--- config.mk ---
export PLATFORM = sky130hd
export DESIGN_NAME = a0_result_monitor
export DESIGN_NICKNAME = d
export VERILOG_FILES = /design/src/rtl/cpu_mon_pkg.sv /design/src/rtl/sync_fifo.sv /design/src/rtl/a0_result_monitor.sv
export SDC_FILE = /design/constraint.sdc
export NUM_CORES = 1
export LEC_CHECK = 0
export BUFFER_PORTS_ARGS = -buffer_cell sky130_fd_sc_hd__buf_4
export CAP_MARGIN = 20
export CORE_ASPECT_RATIO = 0.6
export CORE_MARGIN = 10
export CORE_UTILIZATION = 59
export DETAILED_ROUTE_END_ITERATION = 8
export HOLD_SLACK_MARGIN = 0.06
export PLACE_DENSITY_LB_ADDON = 0.25
export SYNTH_ARGS = -nofsm -noshare
export SYNTH_HDL_FRONTEND = slang
export SYNTH_HIERARCHICAL = 1
export SYNTH_SLANG_ARGS = --single-unit
--- constraint.sdc ---
create_clock -name clk -period 5.6 [get_ports clk]
set_input_delay 0.28 -clock clk [delete_from_list [all_inputs] [get_ports clk]]
set_output_delay 0.28 -clock clk [all_outputs]
set_load 0.05 [all_outputs]
--- src/rtl/cpu_mon_pkg.sv ---
// Shared defaults and width helpers for the a0 result monitor.
//   DATA_WIDTH_DEF : default a0 / FIFO entry width
//   DEPTH_DEF      : default FIFO depth (power of two, >= 2)
//   CNT_WIDTH_DEF  : default drop counter width
//   ptr_w()        : FIFO index width for a given depth
//   level_w()      : occupancy width (0..depth inclusive)
package cpu_mon_pkg;

  localparam int unsigned DATA_WIDTH_DEF = 32;
  localparam int unsigned DEPTH_DEF      = 4;
  localparam int unsigned CNT_WIDTH_DEF  = 8;

  function automatic int unsigned ptr_w(input int unsigned depth);
    return $clog2(depth);
  endfunction

  // One extra bit so that a completely full FIFO can report DEPTH.
  function automatic int unsigned level_w(input int unsigned depth);
    return $clog2(depth) + 1;
  endfunction

endpackage

--- src/rtl/sync_fifo.sv ---
// Synchronous FIFO with a registered head output (no fall-through).
//   clk   : clock
//   rst   : asynchronous active-low reset
//   push  : write request; accepted when not full, or when full with a pop
//   pop   : read request; ignored while empty
//   din   : write data
//   dout  : oldest entry, registered; valid whenever !empty
//   empty : no entries stored
//   full  : DEPTH entries stored
//   level : occupancy 0..DEPTH
module sync_fifo
  import cpu_mon_pkg::*;
#(
  parameter int unsigned DATA_WIDTH = DATA_WIDTH_DEF,
  parameter int unsigned DEPTH      = DEPTH_DEF
) (
  input  logic                      clk,
  input  logic                      rst,
  input  logic                      push,
  input  logic                      pop,
  input  logic [DATA_WIDTH-1:0]     din,
  output logic [DATA_WIDTH-1:0]     dout,
  output logic                      empty,
  output logic                      full,
  output logic [level_w(DEPTH)-1:0] level
);

  localparam int unsigned PtrW = ptr_w(DEPTH);

  // Pointers carry one wrap bit above the index bits.
  logic [PtrW:0]           wr_ptr_q, wr_ptr_d;
  logic [PtrW:0]           rd_ptr_q, rd_ptr_d;
  logic [DATA_WIDTH-1:0]   dout_q, dout_d;
  logic [DATA_WIDTH-1:0]   mem_q [DEPTH];
  logic                    push_en, pop_en;

  assign empty = (wr_ptr_q == rd_ptr_q);
  assign full  = (wr_ptr_q[PtrW] != rd_ptr_q[PtrW]) &&
                 (wr_ptr_q[PtrW-1:0] == rd_ptr_q[PtrW-1:0]);
  assign level = wr_ptr_q - rd_ptr_q;
  assign dout  = dout_q;

  assign pop_en  = pop && !empty;
  assign push_en = push && (!full || pop_en);

  always_comb begin
    wr_ptr_d = wr_ptr_q + {{PtrW{1'b0}}, push_en};
    rd_ptr_d = rd_ptr_q + {{PtrW{1'b0}}, pop_en};
    dout_d   = dout_q;
    if (wr_ptr_d != rd_ptr_d) begin
      // The slot being written this edge becomes the head: bypass memory.
      if (push_en && (rd_ptr_d[PtrW-1:0] == wr_ptr_q[PtrW-1:0])) begin
        dout_d = din;
      end else begin
        dout_d = mem_q[rd_ptr_d[PtrW-1:0]];
      end
    end
  end

  always_ff @(posedge clk or negedge rst) begin
    if (!rst) begin
      wr_ptr_q <= '0;
      rd_ptr_q <= '0;
      dout_q   <= '0;
    end else begin
      wr_ptr_q <= wr_ptr_d;
      rd_ptr_q <= rd_ptr_d;
      dout_q   <= dout_d;
    end
  end

  // Storage needs no reset; entries are only read once the pointers cover them.
  always_ff @(posedge clk) begin
    if (push_en) begin
      mem_q[wr_ptr_q[PtrW-1:0]] <= din;
    end
  end

endmodule

--- src/rtl/a0_result_monitor.sv ---
// Watches the CPU a0 value and queues every change for a host to drain.
//   clk       : clock
//   rst       : asynchronous active-low reset
//   a0_in     : a0 value from the register file
//   en        : capture enable; freezes change detection and last-seen value
//   clr       : synchronous clear of overflow and drop_cnt (FIFO untouched)
//   out_ready : consumer accepts out_data
//   out_valid : FIFO non-empty
//   out_data  : oldest queued change
//   level     : FIFO occupancy 0..DEPTH
//   overflow  : sticky, a change was dropped on a full FIFO
//   drop_cnt  : saturating count of dropped changes
module a0_result_monitor
  import cpu_mon_pkg::*;
#(
  parameter int unsigned DATA_WIDTH = DATA_WIDTH_DEF,
  parameter int unsigned DEPTH      = DEPTH_DEF,
  parameter int unsigned CNT_WIDTH  = CNT_WIDTH_DEF
) (
  input  logic                      clk,
  input  logic                      rst,
  input  logic [DATA_WIDTH-1:0]     a0_in,
  input  logic                      en,
  input  logic                      clr,
  input  logic                      out_ready,
  output logic                      out_valid,
  output logic [DATA_WIDTH-1:0]     out_data,
  output logic [level_w(DEPTH)-1:0] level,
  output logic                      overflow,
  output logic [CNT_WIDTH-1:0]      drop_cnt
);

  logic [DATA_WIDTH-1:0] last_q, last_d;
  logic                  seen_q, seen_d;
  logic                  overflow_q, overflow_d;
  logic [CNT_WIDTH-1:0]  drop_cnt_q, drop_cnt_d;
  logic                  change, pop, drop;
  logic                  fifo_empty, fifo_full;

  // The first enabled sample after reset always counts as a change.
  assign change    = en && (!seen_q || (a0_in != last_q));
  assign out_valid = !fifo_empty;
  assign pop       = out_valid && out_ready;
  assign drop      = change && fifo_full && !pop;

  always_comb begin
    last_d     = last_q;
    seen_d     = seen_q;
    overflow_d = overflow_q;
    drop_cnt_d = drop_cnt_q;
    // Last-seen tracks a0 even when the push is dropped, so a held value
    // is not retried on later cycles.
    if (en) begin
      last_d = a0_in;
      seen_d = 1'b1;
    end
    if (clr) begin
      overflow_d = 1'b0;
      drop_cnt_d = '0;
    end else if (drop) begin
      overflow_d = 1'b1;
      if (drop_cnt_q != {CNT_WIDTH{1'b1}}) begin
        drop_cnt_d = drop_cnt_q + 1'b1;
      end
    end
  end

  always_ff @(posedge clk or negedge rst) begin
    if (!rst) begin
      last_q     <= '0;
      seen_q     <= 1'b0;
      overflow_q <= 1'b0;
      drop_cnt_q <= '0;
    end else begin
      last_q     <= last_d;
      seen_q     <= seen_d;
      overflow_q <= overflow_d;
      drop_cnt_q <= drop_cnt_d;
    end
  end

  assign overflow = overflow_q;
  assign drop_cnt = drop_cnt_q;

  sync_fifo #(
    .DATA_WIDTH (DATA_WIDTH),
    .DEPTH      (DEPTH)
  ) u_fifo (
    .clk   (clk),
    .rst   (rst),
    .push  (change),
    .pop   (pop),
    .din   (a0_in),
    .dout  (out_data),
    .empty (fifo_empty),
    .full  (fifo_full),
    .level (level)
  );

endmodule

* After elaboration in Yosys (flattened, before gate mapping)
Memories as Yosys holds them, arrays and structs flattened. A register that Yosys moved wholly into a read port is not among the register bits.
Cells that the tools add are included.
** Storage, ports and cells
- Register bits after elaboration :: 48
- Bits in latches :: 0
- Memory bits (writable) :: 128
- Bits in read-only memories :: 0
- Input bits :: 37
- Output and inout bits :: 45
- Logic and storage cells :: 41
- Memories :: 1
** Operators by class
- Add/sub/neg operators :: 4
- Multiply operators :: 0
- Divide/modulo/power cells :: 0
- $lt $le $gt $ge :: 0
- Eq/ne operators :: 6
- Shift-type cells :: 0
- Muxes and demuxes :: 7
- Bitwise gates (word level) :: 0
- Reduce and logical (&&, ||, !) cells :: 17
** Memory list
- u_fifo.mem_q :: depth 4, bits a word 32, read ports 1, clocked after memory_dff 1, wr ports 1, line sync_fifo.sv:34 : logic [DATA_WIDTH-1:0] mem_q [DEPTH];
** Operator list (count)
- $ne A32 B32 Y1 :: 1
- $mux W8 :: 3
- $add A8 B1 Y8 const B :: 1
- $ne A8 B8 Y1 const B :: 1
- $logic_and A1 B1 Y1 :: 7
- $add A3 B1 Y3 :: 2
- $logic_not A1 Y1 :: 5
- $mux W1 :: 4
- $reduce_bool A2 Y1 :: 2
- $eq A3 B3 Y1 :: 1
- $ne A3 B3 Y1 :: 1
- $sub A3 B3 Y3 :: 1
- $eq A2 B2 Y1 :: 1
- $logic_or A1 B1 Y1 :: 2
- $reduce_and A2 Y1 :: 1
- $ne A1 B1 Y1 :: 1

* Depth between registers and ports, before layout
Gate-level depths: netlist (run 1).
- Word-level depth :: 8
- Gate-level depth with buffers :: 16

* Cells and area by module
The synthesis (run 1) kept the hierarchy.
** Modules (own cells, without submodules)
- sync_fifo :: instances 1, cells each 427, area each 7050.5 um2
- a0_result_monitor :: instances 1, cells each 173, area each 2109.5 um2

* Least setup slack after synthesis (run 1)
OpenSTA, ideal clock, no wires.
- Kind :: flip-flop to flip-flop
- From :: register u_fifo.wr_ptr_q[0]
- To :: memory u_fifo/mem_q[0][0] in the netlist's numbering, enable pin
- Library setup time :: 461 ps
- Data arrival time :: 3669 ps
- Path slack :: 1470 ps
- Stages on the path, launching flop included :: 10
- Buffers on the path :: 1
- Period minus slack after synthesis :: 4130 ps
- Cell sequence :: dfrtp_1 inv_1 ha_1 nand2_1 nor2_1 nor2b_1 nand3b_1 o21ai_2 clkbuf_1 nor3_1
** On the way
- Cells in the longest elaborated chain, start to end :: 8
- Elaborated cells between the ends (all ways) :: 11
- Classes of those cells :: eq/ne (2); mux (2); reduce/logical (7)
** Ends and longest elaborated chain
- start, declared :: line sync_fifo.sv:31 : logic [PtrW:0] wr_ptr_q, wr_ptr_d;
- start signal, assigned :: line sync_fifo.sv:66 : wr_ptr_q <= wr_ptr_d;
- $eq A3 B3 Y1 :: line sync_fifo.sv:37 : assign empty = (wr_ptr_q == rd_ptr_q);
- net fifo_empty :: line a0_result_monitor.sv:38 : logic fifo_empty, fifo_full;
- $logic_not A1 Y1 :: line a0_result_monitor.sv:42 : assign out_valid = !fifo_empty;
- $logic_and A1 B1 Y1 :: line a0_result_monitor.sv:43 : assign pop = out_valid && out_ready;
- net pop :: line a0_result_monitor.sv:37 : logic change, pop, drop;
- $logic_and A1 B1 Y1 :: line sync_fifo.sv:43 : assign pop_en = pop && !empty;
- $logic_or A1 B1 Y1 :: line sync_fifo.sv:44 : assign push_en = push && (!full || pop_en);
- $logic_and A1 B1 Y1 :: line sync_fifo.sv:44
- $mux W1 :: line sync_fifo.sv:74 : if (push_en) begin
- $mux W1 (not written as such) :: line sync_fifo.sv:75 : mem_q[wr_ptr_q[PtrW-1:0]] <= din;
- end, declared :: line sync_fifo.sv:34
The timed path passes the listed nets, and every way through them passes these cells.

* Worst setup path after layout (run 1)
- From :: input port a0_in[24]
- To :: register u_fifo.dout_q[17], in the netlist u_fifo/dout[17], read port of u_fifo.mem_q
** On the way
- Cells in the longest elaborated chain, start to end :: 6
** Ends and longest elaborated chain
- start, declared :: line a0_result_monitor.sv:22 : input logic [DATA_WIDTH-1:0] a0_in,
- $ne A32 B32 Y1 :: line a0_result_monitor.sv:41 : assign change = en && (!seen_q || (a0_in != last_q));
- $logic_or A1 B1 Y1 :: line a0_result_monitor.sv:41
- $logic_and A1 B1 Y1 :: line a0_result_monitor.sv:41
- net change :: line a0_result_monitor.sv:37
- $logic_and A1 B1 Y1 :: line sync_fifo.sv:44
- $add A3 B1 Y3 :: line sync_fifo.sv:47 : wr_ptr_d = wr_ptr_q + {{PtrW{1'b0}}, push_en};
- net u_fifo.wr_ptr_d[2] :: line sync_fifo.sv:31
- $ne A3 B3 Y1 :: line sync_fifo.sv:50 : if (wr_ptr_d != rd_ptr_d) begin
- end, declared :: line sync_fifo.sv:33 : logic [DATA_WIDTH-1:0] dout_q, dout_d;
The timed path passes the listed nets, and every way through them passes these cells.
A chain may end at the register's enable or synchronous reset.

==> impl_metrics.ini, run 1 <==
[sta]
rsz0062_at_grt = no
setup_viol = 0
tns_ns = 0
skew_ns = 0.00638
worstMarginPinSlew_ns = 0.733
max_slew_margin_pct = 51.1
drv_slew = 0
period_needed_ns = 4.19
fin_crit_sh_pct = 74.9
max_freq_ghz = 0.239
hold_viol = 0

[place]
gp_congestion = 0.808
port-buffer-count = 81
dp_hpwl_um = 12700

[job]
cap_violations = 0

[synth]
ys_ff_latch = 208
syn_area_um2 = 9160
yosys_warnings = 6
ys_types = 40
synth_cells = 600
synth.avg_cell_area_um2 = 15.3
synth_fp_nets = 645
ys_seq_area_share_pct = 63.8

[setup_path]
crit_arrival_ns = 4.55
critPathCaptureType = register
critPathKind = input port to register
r2r-end = u_fifo/dout[17]$_DFFE_PN0P_
reg2reg_depth = 15
cpPeakStageDelay_ns = 0.53
cp_slowest_cell = dlygate4sd3_1
cp_max_fo = 48
worst-endpoint-required_ns = 5.96
path_cells = dlygate4sd3_1 -> buf_4 -> xor2_1 -> nor4_1 -> nand4_1 -> nor3_4 -> nand2b_1 -> inv_1 -> o21ai_2 -> clkinv_1 -> ha_1 -> ha_1 -> xor2_2 -> xor2_4 -> buf_12 -> a2bb2oi_1 -> a21oi_1
worstReg2RegStart = last_q[10]$_DFFE_PN0P_
path_common_cell = ha_1
reg2reg_slack_ns = 1.50
worstSetupStartpointType = input port

[grt]
antenna_found_initial = 0
gr-total-overflow = 0
grt_pass1_wl_um = 33900
grtUsageTotal_pct = 20.5
grt_pass1_vias = 5903
grt_max_degree = 81

[hold_path]
hp-class = input port to register
holdPathEnd = drop_cnt[7]$_DFFE_PN0P_
hp-start = clr
whs_path_depth = 2

[finish]
nets = 755
area_growth_pct = 19.0
fin_util_pct = 71.3
diodes = 0
drive_gt1_share_pct = 29.2

[detailed_routing]
routed_via_density = 6.18
wl_per_cell_um = 23.1
drt_first_pass_iters = 5
drc = 0
drt_wl_total_um = 21400
route.vias.total = 5717
ant_nets = 0
first_iter_violations = 467

[clock_network]
cts_buffers = 19
cts_tree = built
cts_sinks = 208
insertion_delay_ns = 0.48
htree_levels = 1
clk_pin_slew_ns = 0.07
cts_buffer_depth = 3
ctsResizeCount = 0
clock-root-buffer = clkbuf_16

[floorplan]
rows = 35
core_area_um2 = 15300
initial_core_util_pct = 59.9
die_h_um = 117
dieArea_um2 = 21100
io_pins = 82
die_w_um = 181

[run_status]
status = completed
-- Yosys cell counts, drive strengths merged --
library cell | number | area, um^2
o21ai | 34 | 174
mux4 | 32 | 721
a31oi | 1 | 6.26
mux2 | 37 | 417
nand4 | 1 | 6.26
nor3b | 34 | 255
nor4 | 7 | 43.8
xor2 | 37 | 347
or4 | 2 | 15.0
clkinv | 1 | 3.75
nor2 | 9 | 36.3
mux2i | 1 | 10.0
nor3 | 37 | 196
buf | 17 | 108
a21oi | 33 | 165
nand3b | 1 | 7.51
clkbuf | 23 | 86.3
fa | 1 | 20.0
edfxtp | 128 | 3840
or2 | 2 | 12.5
xnor2 | 5 | 43.8
and3 | 6 | 37.5
nor2b | 8 | 50.1
inv | 6 | 22.5
dfrtp | 80 | 2000
o31ai | 2 | 15.0
nand2b | 5 | 31.3
nand2 | 6 | 22.5
ha | 7 | 87.6
nand3 | 5 | 25.0
a2bb2oi | 32 | 349
-- kinds of logic after synthesis --
family          count (synthesis)  share of synthesized area [%]
fa+ha+maj                       8                           1.17
simple gates                  123                           8.07
mux                            70                           12.5
flops                         208                           63.8
compound gates                102                           7.74
xor+xnor                       42                           4.26
buf+inv                        47                           2.40
-- per-layer routing --
metal  up-vias  share of wire [%]  routed length [um]  track usage, %
met5         -                  0                   0               0
met4         0                1.7                 368            4.90
met3        29                7.7                1640            4.58
met2       211                 46                9920            32.2
met1      2971                 44                9490            28.7
li1       2506                  -                   -               -
-- what timing repair did --
action / in CTS / in global routing
buffers inserted: 0 / 0
hold endpoints to repair: 203 / 0
hold buffers: 33 / 0
-- critical path, delay by kind of cell --
| kind | cells | cell delay (ns) |
|---|---|---|
| XOR/XNOR | 3 | 0.95 |
| AO/OA/AOI/OAI | 3 | 0.41 |
| buffers and inverters | 5 | 1.19 |
| AND/OR/NAND/NOR | 4 | 1.29 |
| adder cells (fa/ha/maj) | 2 | 0.40 |
-- flip-flops by register name, summed over array words and instances (netlist names) --
name and cells:
drop_cnt 8, last_q 32, overflow 1, seen_q 1, u_fifo/dout 32, u_fifo/mem_q 128, u_fifo/rd_ptr_q 3, u_fifo/wr_ptr_q 3
-- stage by stage --
stage | instances | hold slack (ns) | worst slack [ns] | area (um^2)
CTS | 924 | 0.101 | 1.45 | 10900
global route | 925 | 0.133 | 1.06 | 10900
global placement | 858 | 0.451 | 1.65 | 9990
finish | 925 | 0.104 | 1.41 | 10900
floorplan | 600 | -0.0156 | 1.47 | 9160
detailed placement | 858 | 0.459 | 1.54 | 9990
-- final cells by class --
cell class	count	area, um^2
tap	203	254
clock buffer	32	554
fill	1006	4380
sequential	208	5850
clock inverter	1	3.75
inverter	7	26.3
timing repair buffer	129	1080
multi-input combinational	345	3140
-- cell usage in the layout, fill, tap and decap left out, types with 7 or more instances in the layout --
master and n:
edfxtp_1 128, buf_4 94, dfrtp_1 80, mux2_2 36, nor3_1 34, nor3b_1 34, o21ai_0 33, a21oi_1 33
dlygate4sd3_1 33, xor2_1 32, mux4_2 32, a2bb2oi_1 21, clkbuf_16 19, a2bb2oi_2 11, clkbuf_1 10, nor2b_1 8
nor2_1 8, nor4_1 7
-- how the worst max path moves through the flow --
stage	depth (start not counted)	startpoint	slack [ns]	to
final	17	a0_in[24]	1.41	u_fifo/dout[17]$_DFFE_PN0P_
after global placement	16	a0_in[24]	1.65	u_fifo/dout[4]$_DFFE_PN0P_
after detailed placement	16	a0_in[24]	1.54	u_fifo/dout[0]$_DFFE_PN0P_
after CTS	17	a0_in[24]	1.45	u_fifo/dout[17]$_DFFE_PN0P_
after global routing	17	a0_in[4]	1.06	u_fifo/dout[17]$_DFFE_PN0P_
after floorplan	9	u_fifo/wr_ptr_q[0]$_DFF_PN0_	1.47	u_fifo/mem_q[0][0]$_DFFE_PP_
Power of run 1 is not shown: default switching activity piles up to over one toggle a cycle in this logic, so the estimate is an artifact.
==> run 2: changes to the inputs <==
--- a/config.mk
+++ b/config.mk
@@ -5,11 +5,12 @@
 export SDC_FILE = /design/constraint.sdc
 export NUM_CORES = 1
 export LEC_CHECK = 0
+export ABC_AREA = 1
 export BUFFER_PORTS_ARGS = -buffer_cell sky130_fd_sc_hd__buf_4
 export CAP_MARGIN = 20
 export CORE_ASPECT_RATIO = 0.6
 export CORE_MARGIN = 10
-export CORE_UTILIZATION = 59
+export CORE_UTILIZATION = 60
 export DETAILED_ROUTE_END_ITERATION = 8
 export HOLD_SLACK_MARGIN = 0.06
 export PLACE_DENSITY_LB_ADDON = 0.25
==> constraint.sdc (replaced) <==
create_clock -name clk -period 3.95 [get_ports clk]
set_input_delay 0.1975 -clock clk [delete_from_list [all_inputs] [get_ports clk]]
set_output_delay 0.1975 -clock clk [all_outputs]
set_load 0.05 [all_outputs]
==> run 2 against run 1 <==
Compared with the run above:
- clock skew grew 0.0062 ns
- register-to-register slack got worse by 1.0 ns
- highest routed layer unchanged
- cell area grew 4.6%
- synthesized area up 6.2%
- critical path depth shrank 1
- cell count is 42% higher
- largest cell class unchanged
==> impl_metrics.ini, run 2 <==
[floorplan]
core_area_um2 = 15600
rows = 35
io_pins = 82
die_h_um = 119
die_w_um = 184
dieArea_um2 = 21900
initial_core_util_pct = 62.2

[sta]
whs_ns = 0.154
rsz0062_at_grt = no
period_needed_ns = 3.47
fin_crit_sh_pct = 87.9
worstMarginPinSlew_ns = 0.774
skew_ns = 0.0126
drv_slew = 0
max_slew_margin_pct = 48.4
max_freq_ghz = 0.288
setup_viol = 0
setup_slack_ns = 0.478
hold_viol = 0

[synth]
yosysTopAreaCellShare_pct = 39.5
ys_types = 38
async_flop_share_pct = 38.5
yosys.area.top_type = edfxtp_1
synth_cells = 993
synth_edf_count = 128
ys_seq_area_share_pct = 60.1
yosysMostFrequentCell = nand2_1
ys_ff_latch = 208
ys.flop_type = edfxtp_1
syn_area_um2 = 9720
ys_top_cells_by_area = edfxtp_1 (40%), dfrtp_1 (21%), nand2_1 (13%)
synth_fp_nets = 1038
synth.avg_cell_area_um2 = 9.79
synthTopCellsByCount = nand2_1 (348), edfxtp_1 (128), nand3_1 (119)
yosys_warnings = 6

[grt]
grtUsageTotal_pct = 22.3
grt_pass1_vias = 7211
grt_max_degree = 65
gr-total-overflow = 0
grt_pass1_wl_um = 39200
antenna_found_initial = 0

[clock_network]
cts_buffers = 20
insertion_delay_ns = 0.50
clk_pin_slew_ns = 0.07
htree_levels = 1
cts_tree = built
clock-root-buffer = clkbuf_16
cts_buffer_depth = 3
cts_sinks = 208

[finish]
diodes = 0
final_common_cell = nand2_1
drive_gt1_share_pct = 17.4
nets = 1144
largest_register_ff_count = 128
fin_cells = 1315
mostFrequentLayoutCells = nand2_1 (348), edfxtp_1 (128), nand3_1 (119)
area_growth_pct = 17.3
fin_util_pct = 73.0

[detailed_routing]
routed_via_density = 5.61
drc = 0
drt_first_pass_iters = 5
wl_per_cell_um = 18.7
route.vias.total = 7382
drt_wl_total_um = 24600
ant_nets = 0
first_iter_violations = 879

[place]
gp_congestion = 0.847
port-buffer-count = 81
placed_cells = 1246
dp_hpwl_um = 14900
place_ws_ns = 0.302

[setup_path]
critPathCaptureType = register
cp_max_fo = 32
worstSetupStartpointType = register
cpPeakStageDelay_ns = 0.54
critPathKind = register to register
crit_arrival_ns = 3.89
worst-endpoint-required_ns = 4.37
path_cells = inv_2 -> ha_1 -> nand2_1 -> nor2_1 -> nor2_1 -> inv_1 -> nand3_2 -> nand2_1 -> inv_1 -> ha_1 -> ha_1 -> xor2_1 -> nor2_4 -> buf_4 -> nand3_1 -> nand2_1
reg2reg_depth = 16
crit_end = u_fifo/dout[15]$_DFFE_PN0P_
reg2reg_slack_ns = 0.48
cp_slowest_cell = buf_4
worstSetupStartpoint = u_fifo/wr_ptr_q[0]$_DFF_PN0_
r2r-end = u_fifo/dout[15]$_DFFE_PN0P_
worstReg2RegStart = u_fifo/wr_ptr_q[0]$_DFF_PN0_

[hold_path]
hp-start = en
hp-class = input port to register

[job]
cap_violations = 0

[run_status]
status = completed
==> run 2: kinds of logic after synthesis <==
family                   after synthesis  synth area share, %
AO/OA/AOI/OAI                         28                 1.45
XOR/XNOR                              20                 1.88
adder cells (fa/ha/maj)                8                 1.11
buffers and inverters                143                 6.95
flip-flops                           208                 60.1
AND/OR/NAND/NOR                      586                 28.5
==> run 2: worst min path at each step <==
stage / end / slack (ns) / depth (start not counted)
2_1_floorplan: drop_cnt[0]$_DFFE_PN0P_ / -0.1 / 0
3_3_place_gp: u_fifo/dout[21]$_DFFE_PN0P_ / 0.32 / 1
3_5_place_dp: u_fifo/dout[21]$_DFFE_PN0P_ / 0.32 / 1
4_1_cts: seen_q$_DFFE_PN0P_ / 0.15 / 4
5_1_grt: seen_q$_DFFE_PN0P_ / 0.16 / 4
6_report: seen_q$_DFFE_PN0P_ / 0.15 / 4
==> run 2: stage by stage <==
stage	cell area, um^2	setup TNS, ns
final	11400	0
after global routing	11400	0
after CTS	11400	0
after detailed placement	10500	0
after global placement	10500	0
after floorplan	9720	-8.90
==> run 2: repair_timing <==
action,in CTS,in global routing
buffers inserted,0,0
hold endpoints to repair,217,0
setup endpoints to repair,0,22
hold buffers,34,0
gates resized for setup,0,1
==> run 2: routing by layer <==
layer	up-vias	track usage [%]	part of all wire [%]
li1	3492	-	-
met1	3484	31.6	44
met2	365	32.8	43
met3	41	6.27	11
met4	0	6.12	1.9
met5	-	0	0
==> run 2: critical path, delay by kind of cell, from the launching register on <==
family	cells	cell delay, ns
fa+ha+maj	3	0.79
buf+inv	4	0.82
flops	1	0.48
simple gates	8	1.12
xor+xnor	1	0.18
==> run 2: area by class of cell <==
type	instances	area [um^2]
inverter	91	355
clock buffer	27	548
timing repair buffer	136	1110
tap	203	254
sequential	208	5850
clock inverter	8	63.8
fill	1136	4220
multi-input combinational	642	3240
Power of run 2 is left out for the same reason.
